File: config.mk
export PLATFORM = sky130hd
export DESIGN_NAME = bcd_updown_counter
export DESIGN_NICKNAME = d
export VERILOG_FILES = /design/src/rtl/bcd_updown_counter.sv
export SDC_FILE = /design/constraint.sdc
export NUM_CORES = 1
export LEC_CHECK = 0
export BUFFER_PORTS_ARGS = -buffer_cell sky130_fd_sc_hd__buf_2
export CAP_MARGIN = 30
export CORE_ASPECT_RATIO = 0.5
export CORE_MARGIN = 2
export CORE_UTILIZATION = 35
export DETAILED_ROUTE_END_ITERATION = 10
export GPL_ROUTABILITY_DRIVEN = 1
export SYNTH_ARGS = -nofsm -noshare
export SYNTH_HDL_FRONTEND = slang
export SYNTH_SLANG_ARGS = --single-unit
File: constraint.sdc
create_clock -name clk -period 4.3 [get_ports clk]
set_input_delay 0.86 -clock clk [delete_from_list [all_inputs] [get_ports clk]]
set_output_delay 0.86 -clock clk [all_outputs]
set_load 0.005 [all_outputs]
File: src/rtl/bcd_updown_counter.sv
// Multi-decade BCD up/down counter with pushbutton step synchroniser,
// BCD preset load, roll-over pulse and seven-segment decode.
module bcd_updown_counter #(
   parameter int DIGITS         = 2,
   parameter bit SEG_ACTIVE_LOW = 1'b1,
   parameter bit BLANK_LZ       = 1'b0
) (
   input  logic                  clk,
   input  logic                  rst,
   input  logic                  step,
   input  logic                  up,
   input  logic                  load,
   input  logic [4*DIGITS-1:0]   load_val,
   output logic [4*DIGITS-1:0]   bcd,
   output logic [7*DIGITS-1:0]   hex,
   output logic                  wrap
);

   logic                r_sync1, r_sync2, r_hist;
   logic [4*DIGITS-1:0] r_bcd;
   logic                r_wrap;

   logic                w_pulse;
   logic [4*DIGITS-1:0] w_next;
   logic [4*DIGITS-1:0] w_load;
   logic                w_ripple;
   logic [7*DIGITS-1:0] w_hex;
   logic                w_lz;
   logic [6:0]          w_seg;

   function automatic logic [6:0] seg7(input logic [3:0] d);
      case (d)
         4'd0:    seg7 = 7'b0111111;
         4'd1:    seg7 = 7'b0000110;
         4'd2:    seg7 = 7'b1011011;
         4'd3:    seg7 = 7'b1001111;
         4'd4:    seg7 = 7'b1100110;
         4'd5:    seg7 = 7'b1101101;
         4'd6:    seg7 = 7'b1111101;
         4'd7:    seg7 = 7'b0000111;
         4'd8:    seg7 = 7'b1111111;
         4'd9:    seg7 = 7'b1101111;
         default: seg7 = 7'b0000000;
      endcase
   endfunction

   assign w_pulse = r_sync2 & ~r_hist;

   // Ripple carry/borrow across decades; w_ripple left high means a full wrap.
   // NOTE: always_comb uses blocking assignments so each decade sees the
   // ripple value produced by the one below it within the same pass.
   always_comb begin
      w_next   = r_bcd;
      w_ripple = 1'b1;
      for (int i = 0; i < DIGITS; i++) begin
         if (w_ripple) begin
            if (up) begin
               if (r_bcd[4*i +: 4] == 4'd9) begin
                  w_next[4*i +: 4] = 4'd0;
               end else begin
                  w_next[4*i +: 4] = r_bcd[4*i +: 4] + 4'd1;
                  w_ripple         = 1'b0;
               end
            end else begin
               if (r_bcd[4*i +: 4] == 4'd0) begin
                  w_next[4*i +: 4] = 4'd9;
               end else begin
                  w_next[4*i +: 4] = r_bcd[4*i +: 4] - 4'd1;
                  w_ripple         = 1'b0;
               end
            end
         end
      end
   end

   always_comb begin
      w_load = load_val;
      for (int i = 0; i < DIGITS; i++) begin
         if (load_val[4*i +: 4] > 4'd9) w_load[4*i +: 4] = 4'd9;
      end
   end

   // NOTE: the synchroniser and history flops reset to 1, so a button held
   // through reset release looks like "already seen" and cannot count.
   always_ff @(posedge clk or posedge rst) begin
      if (rst) begin
         r_sync1 <= 1'b1;
         r_sync2 <= 1'b1;
         r_hist  <= 1'b1;
         r_bcd   <= '0;
         r_wrap  <= 1'b0;
      end else begin
         r_sync1 <= step;
         r_sync2 <= r_sync1;
         r_hist  <= r_sync2;
         r_wrap  <= 1'b0;
         if (load) begin
            r_bcd <= w_load;
         end else if (w_pulse) begin
            r_bcd  <= w_next;
            r_wrap <= w_ripple;
         end
      end
   end

   // Walk from the top decade down so w_lz means "this and all higher are 0".
   always_comb begin
      w_hex = '0;
      w_lz  = 1'b1;
      w_seg = 7'b0;
      for (int i = DIGITS - 1; i >= 0; i--) begin
         w_lz  = w_lz & (r_bcd[4*i +: 4] == 4'd0);
         w_seg = (BLANK_LZ && (i > 0) && w_lz) ? 7'b0000000 : seg7(r_bcd[4*i +: 4]);
         w_hex[7*i +: 7] = SEG_ACTIVE_LOW ? ~w_seg : w_seg;
      end
   end

   assign bcd  = r_bcd;
   assign wrap = r_wrap;
   assign hex  = w_hex;

endmodule

==> metrics.md, run 1 <==
| Metric | Value |
|---|---|
| HPWL Detailed | 2380 um |
| Buffer count from post-CTS setup fixing | 0 |
| CP Data Arrival Time | 1.95 ns |
| Register area share after synthesis | 0.240 |
| Pin count of the biggest net entering global routing | 20 |
| CTS tree | built |
| Syn nets | roughly 190 |
| Ranking of synthesized cells by area | dfrtp_1, ha_1, dfstp_2 |
| Placer Congestion | ~0.8 |
| Multiplexer share of the synthesized area | 0 |
| Sw frac | 0.368 |
| Fin nets | roughly 220 |
| Max clock buf depth | 2 |
| Buffers added on ports | 35 |
| Critical-path cell list | inv_1 > ha_1 > or2_2 > a21oi_1 > nor2_1 > buf_2 |
| Post-synth top area share | 0.178 |
| Post-route setup TNS | 0 ns |
| Initial drt markers | 47 |
| Critical path peak fanout | 12 |
| DIE AREA | 0.00414 mm2 |
| Post-CTS sizing | 0 |
| Max Freq | 356 MHz |
| H-Tree Depth | 1 |
| DRT Wirelength | 3150 um |
| Largest family of logic cells by synthesized area | compound AO/OA/AOI/OAI gates |
| Global-route wire length before repair | 5150 um |
| Multi-input logic area | around 860 um2 |
| Cell count along the critical path | 6 |
| Slowest CP cell | dfrtp_1 |
| Worst Tran Pin Value | ~0.57 ns |
| Clk sinks | 12 |
| Clk_skew | 0.00398 ns |
| Clock Power Share | 0.275 |
| EDFF count, synth | 0 |
| RSZ-0062 raised after global routing | false |
| Worst-path clk slew | 0.06 ns |
| Leak Pwr | 0.692 nW |
| Vias in the first global route | about 1100 |
| Ports | 36 |
| Placement Cell Area | 0.00145 mm2 |
| Pre-Repair DR Iteration Count | 6 |
| Initial Util | 0.366 |
| Simple-Gate Fraction of Synth Area | 0.227 |
| Max-cap violations | 0 |
| Area Overhead vs Synth | 19.3% |
| Drt wl/cell | between 10 and 15 um |
| PwrDens | 295 mW/mm2 |
| Leading post-synthesis cells by instance count | a21oi_1, nor2_1, inv_1, o21ai_0, nand2_1 |
| Post-placement setup slack | 1.77 ns |
| Num CTS Buffers | 3 |
| Post-synthesis compound-gate area fraction | 0.332 |
| Synth cell types | 41 |
| Fillers | between 300 and 400 |
| Core Area | 0.00345 mm2 |
| Final setup fails | 0 |
| Syn Area/Cell | 7.57 um2 |
| Mapped cell area | 0.00126 mm2 |
| Layout cells sized above 1 | 0.256 |
| CP top delay family | flip-flops |
| Xor and xnor area share after synthesis | 0 |
| Overall power | around 450 uW |
| Crit path time final | 2.81 ns |
| Fin. max-slew vios | 0 |
| Routed via count | about 1300 |
| Register area | between 300 and 400 um2 |
| Crit path buf inv count | 2 |
| Antenna cells | 0 |
| Hold path depth | 0 |
| Total track usage | 0.160 |
| Worst setup path class | reg2out |
| Die Y | 46.5 um |
| FF+latch count, synth | 12 |
| Async set-reset flop share out of synthesis | 1.00 |
| Yosys warns | 0 |
| Skew-Pair Late Insertion Delay | 0.24 ns |
| Final worst-path cycle share | 0.652 |
| Routed Antenna Nets | 0 |
| Vias per std cell | around 5.2 |
| Leading area contributor after synthesis | dfrtp_1 |
| Startpoint Class | flop |
| Worst min-delay path category | reg2reg |
| Cells after synthesis | 167 |
| Remaining DRCs | 0 |
| Max transition margin | 0.623 |
| Cell-internal power | 281 uW |
| Total gr overflow | 0 |
| Final Hold Vio Count | 0 |
| Final Instance Area | 0.00151 mm2 |
| Required time worst endpoint | between 3 and 4 ns |
| Post-CTS Hold Buffers | 0 |
| Comb pwr share | 0.377 |
| DIE WIDTH | 89.0 um |
| Initial antenna violation count | 0 |
| Adder-Cell Fraction of Synth Area | 0.119 |
| P_sw | 164 uW |
| IR drop worst, VDD | 0.000129 V |
| Setup ws final | 1.49 ns |
| Root Buffer | clkbuf_8 |
| Status | complete, no violations |
| Part of the power in registers | 0.348 |
| FP Rows | 15 |
| CP peak stage delay | a little under 0.6 ns |
| CP endpoint kind | primary output |
| Dominant synthesized flop cell | dfrtp_1 |
| Worst R2R Path Depth | 6 |
## kinds of logic (layout without fill, tap and decap cells)
family	Yosys count	count (layout)
and+or+nand+nor	56	56
buffers and inverters	25	53
DFF	12	12
AOI/OAI and AO/OA	62	62
adders and majority gates	12	12
## worst paths after layout
kind / startpoint / to / slack, ns
max in group asynchronous: rst / r_sync2 / 3.35
setup / recovery: bcd[5] / hex[7] / 1.49
hold reg to reg: r_sync1 / r_sync2 / 0.35
min in group asynchronous: rst / bcd[5] / 0.61
hold / removal: r_sync1 / r_sync2 / 0.35
setup reg to reg: bcd[1] / bcd[7] / 2.14
## registers in the layout, summed over array words and instances, names as in the netlist
name and count:
bcd 8, r_hist 1, r_sync2 1, r_sync1 1, wrap 1
## power by group through the flow
stage	Sequential [mW]	Combinational (mW)	Clock [mW]
floorplan	0.138	0.127	0
global placement	0.156	0.167	0
detailed placement	0.156	0.168	0
CTS	0.154	0.169	0.123
global route	0.158	0.193	0.130
finish	0.155	0.168	0.123
## cell usage in the layout, fill, tap and decap left out, drive strengths merged
master | netlist | routed
a32oi | 2 | 2
dfstp | 3 | 3
nand3 | 2 | 2
nand4 | 1 | 1
or3b | 1 | 1
o221ai | 1 | 1
or3 | 1 | 1
a211o | 1 | 1
or2b | 1 | 1
o22ai | 2 | 2
a31oi | 7 | 7
clkbuf | 9 | 4
nand2 | 13 | 13
a221oi | 1 | 1
o311a | 1 | 1
dfrtp | 9 | 9
ha | 12 | 12
and3 | 2 | 2
nor4 | 2 | 2
a21oi | 15 | 15
a21bo | 1 | 1
or2 | 2 | 2
a21boi | 3 | 3
o21bai | 2 | 2
nor2b | 3 | 3
nor3 | 2 | 2
a311oi | 1 | 1
nor2 | 15 | 15
o211ai | 3 | 3
o21ai | 15 | 15
a311o | 2 | 2
buf | 2 | 35
a211oi | 5 | 5
inv | 14 | 14
nand2b | 10 | 10
and2 | 1 | 1
## final cells by class
type,count,area share
repair buffers,35,0.116
flip-flops and latches,12,0.201
clock buffers,4,0.0365
inverters,14,0.0348
well taps,51,0.0423
multi-input cells,130,0.569
## through the flow
stage	hold slack (ns)	cells	util
floorplan	0.345	167	-
global placement	0.346	242	0.421
detailed placement	0.347	242	0.421
CTS	0.355	246	0.437
global route	0.359	246	0.437
finish	0.354	246	0.437
## worst register-to-register path, delay by kind of cell, from the launching register on
kind	cells	cell delay, ns
AO/OA/AOI/OAI	3	0.68
adder cells (fa/ha/maj)	1	0.25
buffers and inverters	1	0.19
flip-flops	1	0.51
AND/OR/NAND/NOR	1	0.43
## layer usage
| layer | vias to the layer above | part of all wire | GRT usage |
|---|---|---|---|
| met5 | - | 0 | 0 |
| met3 | 2 | 0.048 | 0.0341 |
| met4 | 0 | 0.0041 | 0.0269 |
| met2 | 37 | 0.44 | 0.257 |
| li1 | 649 | - | - |
| met1 | 592 | 0.51 | 0.226 |
Note: power is estimated with default switching activity, not from simulation.
==> inputs of run 2 (changes only) <==
- clock period: 4.3 -> 2.9 ns (I/O delays scaled with it)
==> run 2 against run 1 <==
Effect of this change: clock power rose by 29%; sequential share of layout area up 0.13 points; total power grew 43%; non-clock buffer count is the same; critical path depth did not move; sequential power increased by 48%; flip-flop and latch count stayed put; wire length decreased by 0.13%; critical endpoint unchanged.
==> metrics.md, run 2 (same netlist as run 1, synthesis figures left out) <==
| Metric | Value |
|---|---|
| Status | complete, no violations |
| Vias per std cell | ~5 |
| Max clock buf depth | 2 |
| Die Y | 46.5 um |
| RSZ-0062 raised after global routing | false |
| Commonest non-fill, non-tap cell in the layout | buf_2 |
| H-Tree Depth | 1 |
| Slowest CP cell | dfrtp_1 |
| Worst min-delay path category | in2async |
| Critical path peak fanout | 12 |
| Overall power | 638 uW |
| Skew-Pair Late Insertion Delay | 0.24 ns |
| Initial antenna violation count | 0 |
| P_sw | 244 uW |
| Crit path time final | 2.51 ns |
| Max transition margin | 0.624 |
| Comb pwr share | 0.392 |
| Area Overhead vs Synth | 18.5% |
| Max-cap violations | 0 |
| Core Area | about 0.0035 mm2 |
| Pre-Repair DR Iteration Count | 4 |
| Post-route setup TNS | 0 ns |
| Most frequent cells in the layout | buf_2, a21oi_1, nor2_1 |
| DRT Wirelength | 3140 um |
| Buffers added on ports | 35 |
| Required time worst endpoint | 2.32 ns |
| Clk_skew | about 0.0047 ns |
| Worst setup path class | reg2out |
| Leak Pwr | 0.686 nW |
| Initial Util | 0.366 |
| Final setup fails | 0 |
| CP peak stage delay | 0.59 ns |
| R2r startpoint | bcd[1] |
| Buffer count from post-CTS setup fixing | 0 |
| Total gr overflow | 0 |
| Clock Power Share | 0.249 |
| Vias in the first global route | about 1100 |
| Routed via count | between 1000 and 1500 |
| Post-placement setup slack | between 0.6 and 0.7 ns |
| Placer Congestion | a little over 0.8 |
| PwrDens | 426 mW/mm2 |
| Ports | 36 |
| Max Freq | 398 MHz |
| Layout cells sized above 1 | 0.251 |
| Critical-path cell list | inv_1 > ha_1 > or2_2 > a21oi_1 > nor2_1 > buf_2 |
| Global-route wire length before repair | 5180 um |
| HPWL Detailed | around 2400 um |
| Part of the power in registers | 0.359 |
| Clk sinks | 12 |
| Worst r2r dst | bcd[7] |
| Final Hold Vio Count | 0 |
| Num CTS Buffers | 3 |
| Routed Antenna Nets | 0 |
| Pin count of the biggest net entering global routing | 20 |
| CP Data Arrival Time | 1.93 ns |
| Post-CTS Hold Buffers | 0 |
| Worst-path clk slew | 0.05 ns |
| CP top delay family | flip-flops |
| Fin nets | 221 |
| Remaining DRCs | 0 |
| Post-route insts no fill | 246 |
| Total track usage | 0.161 |
| Placed Instances | around 240 |
| DIE AREA | 0.00414 mm2 |
| CTS tree | built |
| Fin. max-slew vios | 0 |
| Initial drt markers | 66 |
| Setup ws final | 0.387 ns |
| Drt wl/cell | 12.8 um |
| Worst R2R Path Depth | 6 |
| FP Rows | 15 |
| IR drop worst, VDD | 0.000190 V |
| Cell-internal power | 394 uW |
| Worst Tran Pin Value | 0.564 ns |
| Final Hold Slack | 0.334 ns |
| Sw frac | 0.382 |
| Final worst-path cycle share | 0.867 |
| Post-CTS sizing | 0 |
| Crit path buf inv count | 2 |
| Max reg flops | 8 |
| DIE WIDTH | 89.0 um |
| Antenna cells | 0 |
| Startpoint Class | flop |
| Root Buffer | clkbuf_8 |
| Worst R2R Setup Slack | 0.78 ns |
| CP endpoint kind | primary output |
-- run 2: changes by cell type in the layout (fill, tap and decap cells not counted) --
cell      delta
clkbuf_1     +1
clkbuf_8     -1
-- run 2: worst max-delay path by stage --
| stage | slack (ns) | end | cells past startpoint | start |
|---|---|---|---|---|
| 6_report | 0.39 | hex[7] | 6 | bcd[5] |
| 5_1_grt | 0.25 | hex[0] | 6 | bcd[1] |
| 4_1_cts | 0.39 | hex[10] | 6 | bcd[5] |
| 3_5_place_dp | 0.66 | hex[10] | 6 | bcd[5] |
| 3_3_place_gp | 0.68 | hex[10] | 6 | bcd[5] |
| 2_1_floorplan | 0.88 | bcd[4] | 7 | bcd[0] |
-- run 2: layout make-up --
type / count / area (um2)
Fill cell: 374 / 1950
Multi-Input combinational cell: 130 / 858
Sequential cell: 12 / 304
Timing Repair Buffer: 35 / 175
Tap cell: 51 / 63.8
Inverter: 14 / 52.6
Clock buffer: 4 / 45.0
-- run 2: per-layer routing --
metal | global-route usage | vias to the layer above | share of wire
met5 | 0 | - | 0
met4 | 0.0328 | 0 | 0.0045
met3 | 0.0376 | 2 | 0.047
li1 | - | 646 | -
met2 | 0.249 | 31 | 0.44
met1 | 0.230 | 582 | 0.51
-- run 2: through the flow --
| stage | cell area [um2] | utilization |
|---|---|---|
| floorplan | 1260 | - |
| global placement | 1450 | 0.421 |
| detailed placement | 1450 | 0.421 |
| CTS | 1500 | 0.434 |
| global route | 1500 | 0.434 |
| finish | 1500 | 0.434 |
-- run 2: worst reg2reg max path, cell delays in order (launching register included) --
cell and delay (ns):
dfrtp_1 0.51, inv_1 0.18, ha_1 0.26, or3b_4 0.42, a211oi_4 0.34, o311a_1 0.22, o22ai_1 0.07
-- run 2: power groups by stage --
stage          registers, mW  logic (mW)  clock network (mW)
6_report               0.229       0.250               0.159
2_1_floorplan          0.204       0.188                   0
3_3_place_gp           0.231       0.251                   0
5_1_grt                0.235       0.285               0.170
4_1_cts                0.229       0.251               0.160
3_5_place_dp           0.232       0.250                   0
==> inputs of run 3 (changes only) <==
- PLACE_DENSITY_LB_ADDON: unset -> 0.25
==> run 3 against run 2 <==
Effect of this change: clock skew rose by 0.0015 ns; final cell count increased by 0.41%; first-iteration DRC count down 59%; register-to-register slack worse by 0.06 ns; clock power decreased by 3%; final area rose by 0.50%; die area unchanged; flip-flop and latch count did not move; combinational power grew 3%; critical endpoint is now hex[0].
==> metrics.md, run 3 (same netlist as run 1, synthesis figures left out) <==
| Metric | Value |
|---|---|
| Initial antenna violation count | 0 |
| Skew-Pair Late Insertion Delay | 0.24 ns |
| Startpoint Class | flop |
| Max-cap violations | 0 |
| Critical-path cell list | inv_1 > ha_1 > or2_2 > a21oi_1 > nor2_1 > buf_2 |
| Antenna cells | 0 |
| H-Tree Depth | 1 |
| PwrDens | around 420 mW/mm2 |
| Global-route wire length before repair | around 5500 um |
| Required time worst endpoint | 2.32 ns |
| Clk sinks | 12 |
| Critical path peak fanout | 12 |
| Pin count of the biggest net entering global routing | 20 |
| Post-placement setup slack | 0.680 ns |
| Final worst-path cycle share | 0.861 |
| Overall power | 637 uW |
| Buffers added on ports | 35 |
| Multi-input logic area | 858 um2 |
| Routed via count | about 1300 |
| Drt wl/cell | 13.2 um |
| Area Overhead vs Synth | 19.1% |
| Vias per std cell | 5.30 |
| Initial Util | 0.366 |
| Max clock buf depth | 2 |
| Vias in the first global route | 1187 |
| Max reg flops | 8 |
| Routed Antenna Nets | 0 |
| IR drop worst, VDD | 0.000143 V |
| CP top delay family | flip-flops |
| R2r startpoint | bcd[1] |
| Die Y | 46.5 um |
| Total gr overflow | 0 |
| DRT Wirelength | 3250 um |
| Worst setup path class | reg2out |
| Most frequent cells in the layout | buf_2, a21oi_1, nor2_1 |
| Register area | 304 um2 |
| Post-CTS sizing | 0 |
| Slowest CP cell | dfrtp_1 |
| Pre-Repair DR Iteration Count | 4 |
| Post-route setup TNS | 0 ns |
| HPWL Detailed | 2380 um |
| Max transition margin | 0.628 |
| Ports | 36 |
| Post-CTS Hold Buffers | 0 |
| DIE WIDTH | 89.0 um |
| Worst R2R Path Depth | 6 |
| Crit path time final | roughly 2.5 ns |
| Setup ws final | 0.403 ns |
| Layout cells sized above 1 | 0.255 |
| RSZ-0062 raised after global routing | false |
| Status | complete, no violations |
| CP Data Arrival Time | 1.92 ns |
| Max Freq | between 400 and 500 MHz |
| Placer Congestion | 0.876 |
| Remaining DRCs | 0 |
| Fin. max-slew vios | 0 |
| Commonest non-fill, non-tap cell in the layout | buf_2 |
| CTS tree | built |
| Crit path buf inv count | 2 |
| Util after Layout | 0.436 |
| Final setup fails | 0 |
| Clk_skew | 0.00625 ns |
| CP peak stage delay | around 0.57 ns |
| Final Hold Vio Count | 0 |
| Root Buffer | clkbuf_8 |
| Num CTS Buffers | 3 |
| Leak Pwr | 0.691 nW |
| Fin nets | 222 |
| FP Rows | 15 |
| Core Area | 0.00345 mm2 |
| Initial drt markers | 27 |
| Worst-path clk slew | ~0.05 ns |
| Buffer count from post-CTS setup fixing | 0 |
| CP endpoint kind | primary output |
| DIE AREA | 0.00414 mm2 |
| Worst min-delay path category | in2async |
| Worst r2r dst | bcd[6] |
| Worst Tran Pin Value | 0.559 ns |
| Fillers | ~380 |
| Total track usage | 0.175 |
| Worst R2R Setup Slack | 0.72 ns |
run 3: metrics by stage:
stage / area, um2 / hold slack, ns / std cells
after global routing: 1510 / 0.367 / 247
after CTS: 1510 / 0.353 / 247
after global placement: 1460 / 0.346 / 243
final: 1510 / 0.335 / 247
after detailed placement: 1460 / 0.347 / 243
after floorplan: 1260 / 0.345 / 167
run 3: cell type report:
class / instances / area share
Multi-Input combinational cell: 130 / 0.570
Sequential cell: 12 / 0.202
Timing Repair Buffer: 36 / 0.121
Tap cell: 51 / 0.0424
Inverter: 14 / 0.0349
Clock buffer: 4 / 0.0299
run 3: routing by layer:
metal	track usage	up-vias	part of all wire	routed length [um]
li1	-	653	-	-
met4	0.0627	0	0.0083	27
met2	0.272	34	0.46	1500
met5	0	-	0	0
met3	0.0394	4	0.036	116
met1	0.242	617	0.49	1610
run 3: how the worst max path moves through the flow:
stage                     startpoint     end  slack [ns]  cells past startpoint
after CTS                     bcd[1]  hex[0]        0.41                      6
after detailed placement      bcd[1]  hex[0]        0.68                      6
after global placement        bcd[1]  hex[3]        0.67                      6
after global routing          bcd[1]  hex[0]        0.24                      6
final                         bcd[1]  hex[0]        0.40                      6
after floorplan               bcd[0]  bcd[4]        0.88                      7
run 3: where the power goes:
group / internal, mW / switching, mW
logic: 0.116 / 0.142
clock network: 0.0966 / 0.0583
registers: 0.183 / 0.0416
